File: src/rtl/imem_arbiter.sv
// rtl/imem_arbiter.sv - single-port instruction memory arbiter between fetch and loader
//
// Ports:
//   clk, reset                 clock (rising edge), synchronous active-high reset
//   f_req/f_addr/f_flush       fetch request, word address (PC), discard in-flight fetch
//   f_ready/f_valid/f_instr    fetch accept pulse, result pulse, instruction word
//   f_err                      qualifies f_valid: address outside the memory
//   l_req/l_we/l_addr/l_wdata  loader request, write select, word address, write data
//   l_gnt/l_done/l_rdata       loader accept pulse, completion pulse, read data
//   mem_en/mem_we/mem_addr     memory strobe, write enable, word address
//   mem_wdata/mem_rdata        memory write data, read data (MEM_LAT cycles after mem_en)

module imem_arbiter #(
    parameter int ADDR_W     = 8,
    parameter int MEM_LAT    = 1,
    parameter int STARVE_MAX = 4
) (
    input  logic              clk,
    input  logic              reset,
    input  logic              f_req,
    input  logic [31:0]       f_addr,
    input  logic              f_flush,
    output logic              f_ready,
    output logic              f_valid,
    output logic [31:0]       f_instr,
    output logic              f_err,
    input  logic              l_req,
    input  logic              l_we,
    input  logic [ADDR_W-1:0] l_addr,
    input  logic [31:0]       l_wdata,
    output logic              l_gnt,
    output logic              l_done,
    output logic [31:0]       l_rdata,
    output logic              mem_en,
    output logic              mem_we,
    output logic [ADDR_W-1:0] mem_addr,
    output logic [31:0]       mem_wdata,
    input  logic [31:0]       mem_rdata
);

    localparam logic [31:0] NOP_INSTR = 32'h0000_0013;
    localparam logic [2:0]  LAT       = 3'(MEM_LAT);
    localparam logic [3:0]  SMAX      = 4'(STARVE_MAX);

    typedef enum logic [1:0] {
        IDLE,
        FETCH_WAIT,
        LOAD_WAIT
    } state_t;

    state_t      state_q, state_d;
    logic [2:0]  cnt_q, cnt_d;
    logic [3:0]  starve_q, starve_d;
    logic        flushed_q, flushed_d;
    logic        err_pend_q, err_pend_d;
    logic        load_wr_q, load_wr_d;
    logic [31:0] instr_q, instr_d;
    logic [31:0] rdata_q, rdata_d;

    logic        fetch_win;
    logic        fetch_oor;

    always_comb begin
        state_d    = state_q;
        cnt_d      = cnt_q;
        starve_d   = starve_q;
        flushed_d  = flushed_q;
        err_pend_d = 1'b0;
        load_wr_d  = load_wr_q;
        instr_d    = instr_q;
        rdata_d    = rdata_q;

        f_ready    = 1'b0;
        f_valid    = 1'b0;
        f_instr    = instr_q;
        f_err      = 1'b0;
        l_gnt      = 1'b0;
        l_done     = 1'b0;
        l_rdata    = rdata_q;
        mem_en     = 1'b0;
        mem_we     = 1'b0;
        mem_addr   = '0;
        mem_wdata  = '0;

        // Fetch has priority unless the loader has been passed over too often.
        fetch_win  = f_req && !(l_req && (starve_q == SMAX));
        fetch_oor  = (f_addr >> ADDR_W) != 32'd0;

        // An out-of-range fetch is answered locally one cycle after f_ready,
        // while the FSM stays in IDLE.
        if (err_pend_q) begin
            f_valid = 1'b1;
            f_err   = 1'b1;
            f_instr = NOP_INSTR;
        end

        case (state_q)
            IDLE: begin
                if (fetch_win) begin
                    f_ready = 1'b1;
                    if (fetch_oor) begin
                        err_pend_d = 1'b1;
                        instr_d    = NOP_INSTR;
                    end else begin
                        mem_en    = 1'b1;
                        mem_addr  = f_addr[ADDR_W-1:0];
                        cnt_d     = LAT;
                        flushed_d = 1'b0;
                        state_d   = FETCH_WAIT;
                    end
                end else if (l_req) begin
                    l_gnt     = 1'b1;
                    mem_en    = 1'b1;
                    mem_we    = l_we;
                    mem_addr  = l_addr;
                    mem_wdata = l_wdata;
                    load_wr_d = l_we;
                    cnt_d     = LAT;
                    state_d   = LOAD_WAIT;
                end
            end
            FETCH_WAIT: begin
                cnt_d = cnt_q - 3'd1;
                // Completion is the cycle in which the counter steps to zero.
                if (cnt_q == 3'd1) begin
                    state_d   = IDLE;
                    flushed_d = 1'b0;
                    if (!flushed_q && !f_flush) begin
                        f_valid = 1'b1;
                        f_instr = mem_rdata;
                        instr_d = mem_rdata;
                    end
                end else if (f_flush) begin
                    flushed_d = 1'b1;
                end
            end
            LOAD_WAIT: begin
                cnt_d = cnt_q - 3'd1;
                if (cnt_q == 3'd1) begin
                    state_d = IDLE;
                    l_done  = 1'b1;
                    if (!load_wr_q) begin
                        l_rdata = mem_rdata;
                        rdata_d = mem_rdata;
                    end
                end
            end
            default: begin
                state_d = IDLE;
            end
        endcase

        if (!l_req || l_gnt) begin
            starve_d = 4'd0;
        end else if (f_ready && (starve_q != SMAX)) begin
            starve_d = starve_q + 4'd1;
        end

        // Nothing is granted or reported while reset is held.
        if (reset) begin
            f_ready   = 1'b0;
            f_valid   = 1'b0;
            f_instr   = '0;
            f_err     = 1'b0;
            l_gnt     = 1'b0;
            l_done    = 1'b0;
            l_rdata   = '0;
            mem_en    = 1'b0;
            mem_we    = 1'b0;
            mem_addr  = '0;
            mem_wdata = '0;
        end
    end

    always_ff @(posedge clk) begin
        if (reset) begin
            state_q    <= IDLE;
            cnt_q      <= 3'd0;
            starve_q   <= 4'd0;
            flushed_q  <= 1'b0;
            err_pend_q <= 1'b0;
            load_wr_q  <= 1'b0;
            instr_q    <= '0;
            rdata_q    <= '0;
        end else begin
            state_q    <= state_d;
            cnt_q      <= cnt_d;
            starve_q   <= starve_d;
            flushed_q  <= flushed_d;
            err_pend_q <= err_pend_d;
            load_wr_q  <= load_wr_d;
            instr_q    <= instr_d;
            rdata_q    <= rdata_d;
        end
    end

endmodule
File: config.mk
export PLATFORM = sky130hd
export DESIGN_NAME = imem_arbiter
export DESIGN_NICKNAME = d
export VERILOG_FILES = /design/src/rtl/imem_arbiter.sv
export SDC_FILE = /design/constraint.sdc
export NUM_CORES = 1
export LEC_CHECK = 0
export ABC_AREA = 1
export ABC_CLOCK_PERIOD_IN_PS = 2400
export BUFFER_PORTS_ARGS = -buffer_cell sky130_fd_sc_hd__buf_2
export CORE_UTILIZATION = 25
export CTS_BUF_LIST = sky130_fd_sc_hd__clkbuf_8
export DETAILED_ROUTE_END_ITERATION = 8
export SYNTH_ARGS = -nofsm -noshare
export SYNTH_HDL_FRONTEND = slang
export SYNTH_SLANG_ARGS = --single-unit
File: constraint.sdc
create_clock -name clk -period 2.4 [get_ports clk]
set_input_delay 0.6 -clock clk [delete_from_list [all_inputs] [get_ports clk]]
set_output_delay 0.6 -clock clk [all_outputs]
set_load 0.05 [all_outputs]
==> flow_metrics.py <==
metrics = {
    "status": {
        "outcome": "finished with violations",
        "violations": "negative setup slack",
    },
    "synth": {
        "synth_top_area_share_pct": 38.0,
        "synth_nets": 747,
        "synth.area.top_cells": "dfxtp_1 38%, nor2_1 13%, nand2_1 10%, a21oi_1 8.4%, inv_1 6.1%",
        "ys_types": 33,
        "syn-cell-area_sq_um": 4010,
        "synth-main-ff-cell": "dfxtp_1",
        "ys_ff_latch": 76,
        "ys_seq_area_share_pct": 38.0,
        "yosysWarnings": 0,
        "async_flop_share_pct": 0,
        "yosysTopAreaCell": "dfxtp_1",
        "synth_edf_count": 0,
        "synth.most_common_cell": "nor2_1",
        "syn_avg_cell_area_sq_um": 6.36,
        "synthCells": 630,
        "synth_common_cells": "141 x nor2_1, 109 x nand2_1, 76 x dfxtp_1",
    },
    "worst_setup_path": {
        "rrSetupSlack_ns": 0.52,
        "cp-end-kind": "output pin",
        "cp_cell_sequence": "inv_2 -> ha_4 -> nand4_1 -> nand2_1 -> inv_2 -> nor2_4 -> nand2_4 -> buf_12 -> buf_12 -> nor2_4 -> buf_8",
        "cp_top_family": "buffers and inverters",
        "crit_fanout": 8,
        "critPathRequiredTime_ns": 1.80,
        "crit_arrival_ns": 1.94,
        "path_buf_inv": 5,
        "slowest_stage": "dfxtp_2",
        "setup.worst_path.class": "reg -> out",
        "slowest_delay_ns": 0.33,
        "startpoint_type": "register",
    },
    "clocking": {
        "numClockSinks": 76,
        "root_buffer": "clkbuf_8",
        "cts_buffers": 9,
        "tritoncts": "built",
        "h-tree-depth": 3,
        "ctsHoldBuffers": 0,
        "cts_buffer_depth": 2,
        "clk_latency_ns": 0.37,
        "clk_pin_slew_ns": 0.07,
    },
    "timing": {
        "hold_viol": 0,
        "fin_crit_sh_pct": 106,
        "fin_crit_ns": 2.54,
        "fin_ws_ns": -0.139,
        "max_slew_margin_pct": 44.9,
        "drv_slew": 0,
        "setup_violations": 98,
        "fmaxAchievable_ghz": 0.394,
        "clock-skew-final_ns": 0.00546,
        "rsz0062_at_grt": "yes",
        "worst_pin_slew_ns": 0.827,
        "setup_tns_ns": -6.05,
    },
    "floorplanning": {
        "core_area_sq_um": 15400,
        "pin_count": 221,
        "dieArea_sq_um": 16500,
        "rows": 45,
        "die_y_um": 129,
        "start_util_pct": 26.0,
        "fp.dieW_um": 129,
    },
    "cells_and_area": {
        "n_antenna_cell": 0,
        "drive_gt1_share_pct": 60.7,
        "layoutNonFillerInstCount": 1110,
        "syn_to_final_growth_pct": 115,
        "fin_nets": 1013,
    },
    "global_route": {
        "grt_max_degree": 47,
        "grt_pass1_vias": 5141,
        "antenna_found_initial": 0,
        "grt_first_pass_wirelength_um": 25400,
        "grt_usage_pct": 19.8,
        "overflow": 0,
    },
    "route": {
        "vias": 5231,
        "routedWlPerCell_um": 15.6,
        "drt_wl_total_um": 17300,
        "vias_per_cell": 4.71,
        "dr.pass1.iters": 4,
        "drc": 0,
        "ant_nets": 0,
        "drt_iter0_drc": 170,
    },
    "place": {
        "io_buffers": 220,
        "dp_hpwl_um": 9850,
        "dp_cells": 1058,
        "gp_congestion": 0.800,
        "dp_slack_ns": -0.126,
    },
    "hold_path": {
        "hp-class": "reg -> reg",
    },
    "power": {
        "peakVddDrop_mv": 0.465,
        "p_leak_nw": 3.71,
        "power_per_cell_area_nw_per_um2": 811,
    },
    "flow_run": {
        "cap_violations": 0,
    },
}
-- path summary, 6_finish.rpt --
check,start,to,cells after the start
worst max-delay path,starve_q[1],mem_wdata[29],11
worst min-delay path,cnt_q[1],cnt_q[1],2
worst max register to register,cnt_q[1],instr_q[27],13
worst min register to register,cnt_q[1],cnt_q[1],2
-- worst min-delay path, delay by kind of cell (launching register included) --
kind | cells | cell delay [ns]
compound gates | 1 | 0.05
flops | 1 | 0.32
simple gates | 1 | 0.06
-- area by class of cell --
class	count	area, sq um
multi-input cells	449	3520
repair buffers	292	2820
repair inverters	1	16.3
well taps	211	264
flip-flops and latches	76	1530
inverters	67	289
fillers	1365	6790
clock buffers	11	151
clock inverters	3	38.8
-- layer usage --
layer / global-route usage (%) / vias to the layer above / routed length [um]
met1: 22.7 / 2509 / 7190
met5: 0 / - / 0
li1: - / 2538 / -
met3: 3.53 / 23 / 702
met4: 6.51 / 0 / 268
met2: 36.7 / 161 / 9190
-- what timing repair did --
item                                    4_1_cts  5_1_grt
buffers inserted                             20       13
gates cloned                                  9        4
pin swaps                                    37       38
gates resized for setup                     465      148
endpoints found under the setup margin      109      109
-- metrics by stage --
stage,hold slack [ns],total power [mW],util [%],instance area (sq um)
floorplan,0.438,3.85,-,4370
global placement,0.453,4.70,38.6,5960
detailed placement,0.456,4.72,38.6,5960
CTS,0.444,6.81,51.6,7950
global route,0.450,7.39,56.0,8630
finish,0.471,7.00,56.0,8630
-- registers in the layout, summed over array words and instances (netlist names) --
register and flops:
cnt_q 3, rdata_q 32, starve_q 4, err_pend_q 1, instr_q 32, load_wr_q 1, flushed_q 1, state_q 2
-- cells in the final DEF (no fill, tap or decap), types with 4 or more instances in the layout --
cell	count
buf_8	28
a21oi_2	10
nand2_4	41
clkbuf_16	4
nand2_1	58
buf_2	110
nand3_1	42
o21ai_2	14
nor2_2	24
a21oi_4	24
buf_12	19
o21ai_1	14
inv_2	8
buf_4	41
o21ai_0	13
nand4_1	5
inv_1	56
o21ai_4	10
dfxtp_2	6
nor2_4	70
nand2_2	12
a21oi_1	33
dfxtp_1	70
buf_6	87
nor2_1	49
clkbuf_8	11
nor3_1	5
-- cells by family after synthesis --
logic type | after synthesis | synth area share, %
buf+inv | 105 | 10.6
fa+ha+maj | 7 | 2.18
flops | 76 | 38.0
simple gates | 319 | 33.5
xor+xnor | 1 | 0.219
compound gates | 122 | 15.5
-- power by group --
part / total, mW / internal (mW) / switching [mW]
combinational: 4.22 / 1.68 / 2.55
clock: 0.982 / 0.520 / 0.462
sequential: 1.80 / 1.57 / 0.229
(Power assumes the default switching activity.)
